<file path="src/rtl/alu_share_arbiter_if.sv">
// Request/response bundle between the client blocks and the shared ALU.
//   master : client side; drives requests (valid, operands, opcode) and rsp_ready
//   slave  : arbiter side; drives per-requester grants and the tagged response
// Requester i occupies req_a/req_b[4i+3:4i] and req_op[2i+1:2i].
interface alu_share_arbiter_if #(
    parameter int NUM_REQ = 4,
    parameter int ID_W    = 2
);
    logic [NUM_REQ-1:0]   req_valid;
    logic [NUM_REQ-1:0]   req_ready;
    logic [4*NUM_REQ-1:0] req_a;
    logic [4*NUM_REQ-1:0] req_b;
    logic [2*NUM_REQ-1:0] req_op;
    logic                 rsp_valid;
    logic                 rsp_ready;
    logic [7:0]           rsp_data;
    logic [ID_W-1:0]      rsp_id;

    modport master (
        output req_valid, req_a, req_b, req_op, rsp_ready,
        input  req_ready, rsp_valid, rsp_data, rsp_id
    );

    modport slave (
        input  req_valid, req_a, req_b, req_op, rsp_ready,
        output req_ready, rsp_valid, rsp_data, rsp_id
    );
endinterface

</file>
<file path="src/rtl/alu_share_arbiter.sv">
// One registered 4-bit ALU (add/mul/or/and, 8-bit result) shared among
// NUM_REQ requesters under round-robin arbitration.
//   clk  : rising-edge clock
//   rst  : synchronous active-low reset
//   bus  : slave side of alu_share_arbiter_if (request grants, tagged response)
//   busy : high whenever the FSM is not idle
// Flow: IDLE (grant + capture) -> EXEC (compute into rsp regs) -> RESP (hold
// until rsp_ready) -> IDLE. Grants are only issued from IDLE.
module alu_share_arbiter #(
    parameter int NUM_REQ = 4,
    parameter int ID_W    = 2
) (
    input  logic                clk,
    input  logic                rst,
    alu_share_arbiter_if.slave  bus,
    output logic                busy
);

    typedef enum logic [1:0] {
        IDLE = 2'd0,
        EXEC = 2'd1,
        RESP = 2'd2
    } state_t;

    state_t          state;
    logic [ID_W-1:0] rr_ptr;
    logic [3:0]      a_q;
    logic [3:0]      b_q;
    logic [1:0]      op_q;
    logic [ID_W-1:0] id_q;
    logic            rsp_valid_q;
    logic [7:0]      rsp_data_q;
    logic [ID_W-1:0] rsp_id_q;

    logic [NUM_REQ-1:0] grant;
    logic               found;
    logic [ID_W-1:0]    gnt_id;
    logic [ID_W-1:0]    nxt_ptr;
    logic [3:0]         sel_a;
    logic [3:0]         sel_b;
    logic [1:0]         sel_op;

    function automatic logic [7:0] alu_result(input logic [3:0] a,
                                              input logic [3:0] b,
                                              input logic [1:0] op);
        logic [7:0] r;
        case (op)
            2'd0:    r = {4'd0, a} + {4'd0, b};
            2'd1:    r = {4'd0, a} * {4'd0, b};
            2'd2:    r = {4'd0, a | b};
            default: r = {4'd0, a & b};
        endcase
        return r;
    endfunction

    // Round-robin search starting at rr_ptr; the first valid requester wins.
    // Only evaluated in IDLE so req_ready stays low in EXEC/RESP.
    always_comb begin
        int idx;
        grant   = '0;
        found   = 1'b0;
        gnt_id  = '0;
        nxt_ptr = rr_ptr;
        sel_a   = '0;
        sel_b   = '0;
        sel_op  = '0;
        idx     = 0;
        if (state == IDLE) begin
            for (int k = 0; k < NUM_REQ; k++) begin
                idx = (int'(rr_ptr) + k) % NUM_REQ;
                if (!found && bus.req_valid[idx]) begin
                    found       = 1'b1;
                    grant[idx]  = 1'b1;
                    gnt_id      = ID_W'(idx);
                    nxt_ptr     = ID_W'((idx + 1) % NUM_REQ);
                    sel_a       = bus.req_a[idx*4 +: 4];
                    sel_b       = bus.req_b[idx*4 +: 4];
                    sel_op      = bus.req_op[idx*2 +: 2];
                end
            end
        end
    end

    always_ff @(posedge clk) begin
        if (!rst) begin
            state       <= IDLE;
            rr_ptr      <= '0;
            a_q         <= '0;
            b_q         <= '0;
            op_q        <= '0;
            id_q        <= '0;
            rsp_valid_q <= 1'b0;
            rsp_data_q  <= '0;
            rsp_id_q    <= '0;
        end else begin
            case (state)
                IDLE: begin
                    if (found) begin
                        a_q    <= sel_a;
                        b_q    <= sel_b;
                        op_q   <= sel_op;
                        id_q   <= gnt_id;
                        rr_ptr <= nxt_ptr;
                        state  <= EXEC;
                    end
                end
                EXEC: begin
                    rsp_data_q  <= alu_result(a_q, b_q, op_q);
                    rsp_id_q    <= id_q;
                    rsp_valid_q <= 1'b1;
                    state       <= RESP;
                end
                RESP: begin
                    // Data/id are left untouched on completion; only valid drops.
                    if (bus.rsp_ready) begin
                        rsp_valid_q <= 1'b0;
                        state       <= IDLE;
                    end
                end
                default: state <= IDLE;
            endcase
        end
    end

    assign bus.req_ready = grant;
    assign bus.rsp_valid = rsp_valid_q;
    assign bus.rsp_data  = rsp_data_q;
    assign bus.rsp_id    = rsp_id_q;
    assign busy          = (state != IDLE);

endmodule

</file>
<file path="src/flat_wrapper.sv">
// flat-port wrapper written by rule: the top's interface ports become plain ports
module alu_share_arbiter_flat 
#(
    parameter int NUM_REQ = 4,
    parameter int ID_W    = 2
)
  (clk, rst, busy, bus_req_valid, bus_req_a, bus_req_b, bus_req_op, bus_rsp_ready, bus_req_ready, bus_rsp_valid, bus_rsp_data, bus_rsp_id);
  alu_share_arbiter_if #(.NUM_REQ(NUM_REQ), .ID_W(ID_W)) bus_i ();
  input  logic clk;
  input  logic rst;
  output logic busy;
  input wire logic [$bits(bus_i.req_valid)-1:0] bus_req_valid;
  input wire logic [$bits(bus_i.req_a)-1:0] bus_req_a;
  input wire logic [$bits(bus_i.req_b)-1:0] bus_req_b;
  input wire logic [$bits(bus_i.req_op)-1:0] bus_req_op;
  input wire logic [$bits(bus_i.rsp_ready)-1:0] bus_rsp_ready;
  output wire logic [$bits(bus_i.req_ready)-1:0] bus_req_ready;
  output wire logic [$bits(bus_i.rsp_valid)-1:0] bus_rsp_valid;
  output wire logic [$bits(bus_i.rsp_data)-1:0] bus_rsp_data;
  output wire logic [$bits(bus_i.rsp_id)-1:0] bus_rsp_id;
  assign bus_i.req_valid = bus_req_valid;
  assign bus_i.req_a = bus_req_a;
  assign bus_i.req_b = bus_req_b;
  assign bus_i.req_op = bus_req_op;
  assign bus_i.rsp_ready = bus_rsp_ready;
  assign bus_req_ready = bus_i.req_ready;
  assign bus_rsp_valid = bus_i.rsp_valid;
  assign bus_rsp_data = bus_i.rsp_data;
  assign bus_rsp_id = bus_i.rsp_id;
  alu_share_arbiter #(.NUM_REQ(NUM_REQ), .ID_W(ID_W)) u_core (.clk(clk), .rst(rst), .bus(bus_i), .busy(busy));
endmodule
</file>
<file path="config.mk">
export PLATFORM = sky130hd
export DESIGN_NAME = alu_share_arbiter_flat
export DESIGN_NICKNAME = d
export VERILOG_FILES = /design/src/rtl/alu_share_arbiter_if.sv /design/src/rtl/alu_share_arbiter.sv /design/src/flat_wrapper.sv
export SDC_FILE = /design/constraint.sdc
export NUM_CORES = 1
export LEC_CHECK = 0
export ABC_AREA = 1
export BUFFER_PORTS_ARGS = -buffer_cell sky130_fd_sc_hd__buf_2
export CAP_MARGIN = 10
export CORE_ASPECT_RATIO = 1.75
export CORE_MARGIN = 2
export CORE_UTILIZATION = 57
export DETAILED_ROUTE_END_ITERATION = 8
export PLACE_DENSITY = 0.82
export SYNTH_ARGS = -nofsm -noshare
export SYNTH_HDL_FRONTEND = slang
export SYNTH_SLANG_ARGS = --single-unit
</file>
<file path="constraint.sdc">
create_clock -name clk -period 3.4 [get_ports clk]
set_input_delay 0.68 -clock clk [delete_from_list [all_inputs] [get_ports clk]]
set_output_delay 0.68 -clock clk [all_outputs]
set_load 0.005 [all_outputs]
</file>
---- After elaboration in Yosys (flattened, before gate mapping) ----
Cells that the tools add are included.
word-level totals
  logic and storage cells ................. 134
  output and inout port bits .............. 16
  register bits ........................... 27
  input bits .............................. 47
cells by class
  add/subtract/negate cells ............... 7
  bitwise gates (word level) .............. 8
  shift-type cells ........................ 12
  order comparisons ....................... 8
  reductions and logical operators ........ 22
  multipliers ............................. 1
  mux-type cells .......................... 61
  equality and inequality tests ........... 6
operators by type and width
  kind                                                                                  number
  16-bit by 5-bit indexed part select with 4-bit output                                 8
  4-bit 2-to-1 mux                                                                      16
  8-bit by 4-bit indexed part select with 2-bit output                                  4
  2-bit 2-to-1 mux                                                                      14
  8-bit one-hot mux with 3 select lines                                                 1
  1-bit 2-to-1 mux                                                                      20
  4-bit bitwise OR                                                                      4
  3-bit by 4-bit less-than comparator with 1-bit output (second input constant)         3
  2-bit adder (second input constant)                                                   5
  3-bit by 1-bit greater-or-equal comparator with 1-bit output (second input constant)  3
  1-bit binary-select mux with 2-bit select                                             4
  1-bit demux with 2-bit select                                                         4
  4-bit by 4-bit multiplier with 8-bit output                                           1
  1-bit logical AND                                                                     7
  2-bit one-hot mux with 3 select lines                                                 1
  2-bit AND reduction                                                                   3
  2-bit OR reduction                                                                    3
  4-bit by 4-bit adder with 5-bit output                                                1
  4-bit bitwise AND                                                                     1
  2-bit by 1-bit equality test with 1-bit output (second input constant)                2
  2-bit equality test (second input constant)                                           2
  2-bit logical NOT                                                                     2
  2-bit nonzero test                                                                    2
  4-bit nonzero test                                                                    1
  9 further kinds                                                                       13

---- Longest topological paths before layout ----
Gate-level depths: netlist of the first run.
  word-level depth ........................ 19
  depth in mapped cells ................... 15

---- Worst setup path before layout of the first run ----
Ideal clock, no wire load.
  kind .................................... register to output
  start ................................... reg u_core.rr_ptr[0]
  end ..................................... out bus_req_ready[1]
  arrival ................................. 2.081 ns
  stages on the path, launching flop included .. 14
  slack ................................... 0.639 ns
  buffers on the path ..................... 4
  path through ............................ dfxtp_1 inv_2 buf_6 buf_2 ha_1 buf_2 inv_1 nand3_1 nand2_2 nand2_2 nor2_4 buf_6 nand2_1 a31oi_1
between the ends
  cells in the longest elaborated chain, start to end .. 16
  elaborated cells on any way between the ends .. 63
ends and longest elaborated chain
  item                                                                                                        line                                              text
  start, declared                                                                                             alu_share_arbiter.sv:26                           logic [ID_W-1:0] rr_ptr;
  start signal, assigned                                                                                      alu_share_arbiter.sv:103                          rr_ptr <= nxt_ptr;
  2-bit by 1-bit adder with 2-bit output / 1-bit binary-select mux with 2-bit select (equally long branches)  alu_share_arbiter.sv:70, alu_share_arbiter.sv:71
  2-bit OR reduction (no line) / 1-bit 2-to-1 mux (equally long branches)                                     n/a
  1-bit bitwise AND (no line) / 1-bit 2-to-1 mux (equally long branches)                                      n/a
  3-bit by 4-bit less-than comparator with 1-bit output (implied by the code), or another cell as far along   alu_share_arbiter.sv:73                           grant[idx] = 1'b1;
  1-bit logical AND (implied by the code) / 1-bit logical NOT (equally long branches)                         alu_share_arbiter.sv:73, alu_share_arbiter.sv:71
  1-bit 2-to-1 mux (implied by the code) / 1-bit logical AND (equally long branches)                          alu_share_arbiter.sv:73, alu_share_arbiter.sv:71
  1-bit demux with 2-bit select / 1-bit 2-to-1 mux (equally long branches)                                    n/a
  4-bit bitwise OR (no line) / 1-bit 2-to-1 mux (equally long branches)                                       n/a
  4-bit 2-to-1 mux / 1-bit logical NOT (equally long branches)                                                alu_share_arbiter.sv:71                           if (!found && bus.req_valid[idx]) begin
  4-bit 2-to-1 mux / 1-bit logical AND (equally long branches)                                                alu_share_arbiter.sv:68, alu_share_arbiter.sv:71
  4-bit bitwise OR (no line) / 1-bit 2-to-1 mux (equally long branches)                                       n/a
  4-bit 2-to-1 mux / 1-bit 2-to-1 mux (equally long branches)                                                 alu_share_arbiter.sv:71, alu_share_arbiter.sv:68
  4-bit 2-to-1 mux / 1-bit logical NOT (equally long branches)                                                alu_share_arbiter.sv:68, alu_share_arbiter.sv:71
  4-bit bitwise OR (no line) / 1-bit logical AND (equally long branches)                                      n/a
  4-bit 2-to-1 mux *                                                                                          alu_share_arbiter.sv:71
  4-bit 2-to-1 mux *                                                                                          alu_share_arbiter.sv:68                           if (state == IDLE) begin
  end, declared                                                                                               flat_wrapper.sv:17                                output wire logic [$bits(bus_i.req_ready)-1:0] bus_req_ready;
Every way passes the cells marked *; elsewhere a longest branch is shown, timed or not. The select of a mux whose other input is x is not followed.

---- Worst setup path in the final report of the first run ----
  start ................................... reg u_core.rr_ptr[0]
  end ..................................... out bus_req_ready[0]
The elaborated chain is that of the path after synthesis.

==> summary.txt, run 1 <==
Yosys
  • Count of warnings emitted by yosys: 0
  • Top cells by area, synth: nand2_1 (24%), dfxtp_1 (16%), o21ai_0 (10%)
  • Top cell type by total area after synthesis: nand2_1
  • Top cell type's share of synthesized area: 23.7%
  • FF+latch count, synth: 27
  • Synth top cells by count: nand2_1 (215), inv_1 (70), o21ai_0 (68)
  • Main flop type after synthesis: dfxtp_1
  • FFs w/ async S/R, synth: 0%
  • Number of flops mapped to enable cells by yosys: 0
  • Number of library cell types mapped by synthesis: 38
  • Synthesized area: 0.00340 mm2
  • Count leader, synth: nand2_1
  • Post-synthesis sequential area ratio: between 15 and 20%
  • Mapped Nets: approximately 670
  • Post-Syn Area per Cell: approximately 5.8 um2
  • Synthesized instance count: around 600

Run
  • Max Cap Viol: 0

Power
  • Switch share: 56.1%
  • Total power: roughly 2.9 mW
  • Net load switching power: ~1.6 mW
  • Max VDD drop: 0.000628 V
  • Lkg Pwr: roughly 2.1 nW
  • Pwr dens: a little under 800 mW/mm2
  • Sequential share of power: 17.9%
  • Clock share of power: roughly 6.5%
  • Logic pwr share: 75.6%
  • Pint: 1.27 mW

Cells and area
  • # diodes: 0
  • Final #Nets: 711
  • Fillers: 596
  • Layout cells sized above 1: about 15%
  • Synth-to-Final Area Change: 10.2%

Drt
  • Detail Route Antenna Nets: 0
  • DR vias/cell: approximately 5.3
  • DR vias: between 3000 and 4000
  • Starting DRT DRC Count: between 150 and 200
  • Pre-antenna DRT Iters: 5
  • Drc violations: 0
  • Routed len/inst: 11.9 um
  • DRT Wirelength: ~8500 um

Die
  • Core box area: slightly below 0.006 mm2
  • I/O pin cnt: 63
  • Die H: about 110 um
  • Die X-Extent: between 60 and 70 um
  • Initial Utilization: approximately three fifths
  • Number of rows created at floorplan: 37
  • DIE AREA: between 0.006 and 0.007 mm2

STA
  • Max Fclk: ~330 MHz
  • Final max-slew violation count: 0
  • Final hold vios: 0
  • Unrepaired setup endpoints after global routing: false
  • Tcrit/Tclk final: 89.6%
  • Sum Neg Setup Slack: 0 ns
  • Relative slew slack: about three fifths
  • Final setup viols: 0
  • Clock skew: 0.00994 ns
  • Worst-Margin Slew: around 0.60 ns
  • Final min period: about 3.0 ns

Min path
  • Hold WC Path Type: reg -> reg

Global routing
  • Antenna violations before repair: 0
  • Global-route wire length before repair: approximately 15000 um
  • GR Overflow Total: 0
  • Pin count of the biggest net entering global routing: just over 60
  • GRT Total Usage: a little over a quarter
  • Number of global-route vias before repair: 3522

Critical path
  • Crit path capture type: primary output
  • Critical-path maximum fanout: 14
  • Critical path required time: around 2.7 ns
  • Startpoint types: register
  • Crit Path Class: reg -> out
  • Arrival time worst endpoint: 2.37 ns

Clock tree
  • TritonCTS Sinks: 27
  • Cts hold-fix bufs: 0
  • Root Buffer: clkbuf_8
  • Post-CTS Setup Inserts: 0
  • Cts repair resizes: 0
  • Num CTS Buffers: 3
  • H-tree lvl count: 1
  • Clock latency on the worst-skew pair: roughly 0.28 ns
  • Clk buf depth: 2
  • CTS tree: built
  • Reg clk slew, reported paths: ~0.10 ns

Placement
  • HPWL Detailed: about 7000 um
  • IO buf count: 62
  • Routability congestion estimate from global placement: around 0.90

Run status
  • Status: completed
## worst paths after layout
check                               from  slack, ns  cells past startpoint                endpoint
setup / recovery        u_core.rr_ptr[0]       0.35                     12        bus_req_ready[0]
hold / removal    u_core.bus.rsp_data[6]       0.46                      2  u_core.bus.rsp_data[6]
setup reg to reg           u_core.a_q[1]       0.62                     10  u_core.bus.rsp_data[7]
hold reg to reg   u_core.bus.rsp_data[6]       0.46                      2  u_core.bus.rsp_data[6]
## cells in the final DEF, fill, tap and decap left out, drive strengths merged, types with 2 or more instances in the layout
cell type,instances
inv,74
a21oi,37
mux2i,10
o21ai,74
buf,68
nand2,222
fa,5
or2,3
clkbuf,3
nor2,37
ha,24
o221ai,2
nand4,3
a22oi,3
nand3,28
dfxtp,27
a31oi,4
## flip-flops by register name (all words and copies together), names as in the netlist
register	count
u_core.a_q	4
u_core.bus.rsp_data	8
u_core.bus.rsp_id	2
u_core.op_q	2
u_core.bus.rsp_valid	1
u_core.id_q	2
u_core.rr_ptr	2
u_core.b_q	4
u_core.state	2
## power groups by stage
| stage | logic [mW] | registers (mW) | clock network (mW) |
|---|---|---|---|
| global route | 2.52 | 0.535 | 0.204 |
| finish | 2.19 | 0.521 | 0.187 |
| detailed placement | 2.17 | 0.526 | 0 |
| CTS | 2.18 | 0.519 | 0.192 |
| floorplan | 1.76 | 0.504 | 0 |
| global placement | 2.13 | 0.521 | 0 |
## routing by layer
| layer | vias up | part of all wire (%) | GRT usage, % | wire length, um |
|---|---|---|---|---|
| met4 | 0 | 2.8 | 11.4 | 237 |
| met2 | 114 | 53 | 52.8 | 4510 |
| met1 | 1641 | 40 | 28.4 | 3400 |
| met5 | - | 0 | 0 | 0 |
| li1 | 1968 | - | - | - |
| met3 | 22 | 3.7 | 2.43 | 312 |
## kinds of logic (layout without fill, tap and decap cells)
logic type	after synthesis	count (layout)	share of synthesized area (%)
buf+inv	103	147	12.9
fa+ha+maj	29	29	11.8
compound gates	126	126	19.8
simple gates	293	293	36.2
flops	27	27	15.9
xor+xnor	2	2	0.515
mux	10	10	2.94
## worst max-delay path, stage by stage (launching register included)
cell,delay [ns]
dfxtp_2,0.43
inv_2,0.13
ha_1,0.38
inv_1,0.09
nand3_1,0.09
nand2_2,0.14
nand2_2,0.10
nor2_4,0.28
nand2_1,0.10
nand3_1,0.11
nand2_1,0.05
inv_1,0.06
buf_2,0.10
## stage by stage
stage	util [%]	hold WS (ns)	instance area (um2)	cells	setup slack (ns)
global placement	63.4	0.442	3700	708	0.646
CTS	64.2	0.467	3750	712	0.238
finish	64.2	0.464	3750	712	0.354
detailed placement	63.4	0.453	3700	708	0.553
global route	64.2	0.494	3750	712	0.143
floorplan	-	0.430	3400	590	0.639
## area by class of cell
cell class,instances,area (um2),area share (%)
Clock buffer,3,41.3,1.10
Clock inverter,1,7.51,0.200
Inverter,75,282,7.51
Multi-Input combinational cell,460,2420,64.6
Sequential cell,27,542,14.5
Tap cell,78,97.6,2.60
Timing Repair Buffer,68,355,9.48
Note: power is estimated with default switching activity, not from simulation.
==> run 2: changes to the inputs <==
Clock period 3.4 ns to 3 ns, I/O delays scaled along.
==> summary.txt, run 2 (synthesized netlist as in run 1, its figures left out) <==
STA
  • Final max-slew violation count: 0 (unchanged)
  • Worst-Margin Slew: 0.546 ns (-0.0521 ns)
  • Clock skew: 0.00404 ns (-0.00589 ns)
  • Final hold slack: 0.465 ns (+0.00148 ns)
  • Final setup viols: 0 (unchanged)
  • Sum Neg Setup Slack: 0 ns (unchanged)
  • Unrepaired setup endpoints after global routing: false
  • Relative slew slack: 63.5% (+3.5 points)
  • Final min period: 2.85 ns
  • Tcrit/Tclk final: 95.1%
  • Final hold vios: 0 (unchanged)
  • Max Fclk: 351 MHz

Die
  • Initial Utilization: 58.3% (unchanged)
  • Die H: 106 um (unchanged)
  • I/O pin cnt: 63 (unchanged)
  • Core box area: 0.00583 mm2 (unchanged)
  • Number of rows created at floorplan: 37 (unchanged)
  • DIE AREA: 0.00663 mm2 (unchanged)
  • Die X-Extent: 62.4 um (unchanged)

Critical path
  • Arrival time worst endpoint: 3.06 ns (+0.69 ns)
  • Worst-path cell chain: nand2_1, fa_1, fa_1, fa_1, o21ai_0, o21ai_0, a21o_1, a21oi_1
  • Critical-path maximum fanout: 6 (-8)
  • Crit path largest cell delay: 0.55 ns (+0.12 ns)
  • Startpoint types: register
  • Reg2reg path depth: 8 (-2)
  • Reg2reg end: u_core.bus.rsp_data[6]
  • Critical path required time: 3.21 ns (+0.49 ns)
  • RR Startpoint: u_core.b_q[1]
  • Crit Path Class: reg -> reg
  • CP startpoint: u_core.b_q[1]
  • Register-to-register setup slack: 0.15 ns (-0.47 ns)
  • Slowest stage cell, crit path: fa_1
  • Crit path capture type: register
  • Most used cell, CP: fa_1

Cells and area
  • Combined area of the multi-input logic cells: 0.00242 mm2 (unchanged)
  • Most common cell after layout, fill and taps aside: nand2_1
  • Synth-to-Final Area Change: 10.5%
  • Most frequent cells in the layout: nand2_1 (215), inv_1 (70), o21ai_0 (68)
  • Layout cells sized above 1: 15.4% (+0.27 points)
  • # diodes: 0 (unchanged)
  • Fillers: 605 (+1.5%)
  • Final #Nets: 713 (+0.28%)
  • Register area: 542 um2 (unchanged)
  • Max reg flops: 8 (unchanged)
  • Fin area: 0.00376 mm2 (+0.33%)

Global routing
  • Most Crowded Layer GR: met2
  • M3 GR Usage: 1.80% (-0.63 points)
  • Antenna violations before repair: 0 (unchanged)
  • Global Route met2 Usage: 50.6% (-2.2 points)
  • GR Overflow Total: 0 (unchanged)
  • Global-route wire length before repair: 14500 um (-2.4%)
  • Pin count of the biggest net entering global routing: 61 (unchanged)
  • GRT Total Usage: 26.0% (-0.92 points)
  • Met1 track demand over resource: 28.4% (about the same)
  • Number of global-route vias before repair: 3416 (-3.0%)

Drt
  • Starting DRT DRC Count: 174 (unchanged)
  • Pre-antenna DRT Iters: 5 (unchanged)
  • Detail Route Antenna Nets: 0 (unchanged)
  • Routed len/inst: 12.0 um (+0.83%)
  • DR vias/cell: 5.30 (+0.76%)
  • DR vias: 3784 (+1.0%)
  • Drc violations: 0 (unchanged)
  • DRT Wirelength: 8560 um (+1.1%)

Clock tree
  • Post-CTS Setup Inserts: 0 (unchanged)
  • Clock latency on the worst-skew pair: 0.27 ns (about the same)
  • CTS tree: built
  • Cts repair resizes: 0 (unchanged)
  • Cts hold-fix bufs: 0 (unchanged)
  • Reg clk slew, reported paths: 0.09 ns (about the same)
  • TritonCTS Sinks: 27 (unchanged)
  • Root Buffer: clkbuf_8
  • H-tree lvl count: 1 (unchanged)
  • Num CTS Buffers: 3 (unchanged)
  • Clk buf depth: 2 (unchanged)

Placement
  • HPWL Detailed: 6780 um (-1.2%)
  • IO buf count: 62 (unchanged)
  • Routability congestion estimate from global placement: 0.909 (+0.95%)
  • Area after DPL: 0.00371 mm2 (+0.41%)

Power
  • Pwr dens: 882 mW/mm2 (+14%)
  • Max VDD drop: 0.000700 V (+11%)
  • Lkg Pwr: 2.10 nW (+0.68%)

Min path
  • Hold WC Path Type: reg -> reg
  • WHS Path Cells: 2 (unchanged)
  • Worst Hold End: u_core.bus.rsp_id[0]
  • HP Start: u_core.id_q[0]

Run status
  • Status: completed

Run
  • Max Cap Viol: 0 (unchanged)
[run 2: cell types whose count changed in the layout (fill, tap and decap cells not counted), sizes merged]
cell and delta:
buf +2, clkinv +1, clkinvlp -1
[run 2: cell type report]
class / count / area share, %
clock buffer: 3 / 1.10
clock inverter: 1 / 0.133
inverter: 75 / 7.49
multi-input combinational: 460 / 64.4
sequential: 27 / 14.4
tap: 78 / 2.60
timing repair buffer: 70 / 9.85
[run 2: worst max-delay path by stage]
stage / slack (ns) / to
finish: 0.15 / u_core.bus.rsp_data[6]
global placement: 0.33 / u_core.bus.rsp_data[6]
floorplan: 0.32 / bus_req_ready[1]
detailed placement: 0.17 / u_core.bus.rsp_data[6]
global route: 0.004 / u_core.bus.rsp_data[6]
CTS: 0.15 / u_core.bus.rsp_data[6]
[run 2: power breakdown]
group / switching, mW / leakage, nW / internal (mW) / total, mW
Combinational: 1.63 / 1.86 / 0.894 / 2.53
Clock: 0.115 / 0.0255 / 0.0931 / 0.208
Sequential: 0.102 / 0.223 / 0.478 / 0.581
[run 2: through the flow]
stage | setup WS [ns] | cells | total power, mW | util [%]
finish | 0.148 | 714 | 3.32 | 64.5
global route | 0.00363 | 714 | 3.69 | 64.5
CTS | 0.153 | 714 | 3.29 | 64.4
detailed placement | 0.168 | 710 | 3.07 | 63.6
global placement | 0.334 | 710 | 3.01 | 63.6
floorplan | 0.319 | 590 | 2.57 | -
[run 2: routing by layer]
metal,wire length (um),vias to the layer above
li1,-,1968
met5,0,-
met3,349,21
met1,3460,1666
met4,223,0
met2,4520,129
[run 2: worst max-delay path: cells and delay by family (launching register included)]
family                     cells  cell delay (ns)
DFF                            1             0.47
AOI/OAI and AO/OA              4             0.70
and+or+nand+nor                1             0.11
adders and majority gates      3             1.49
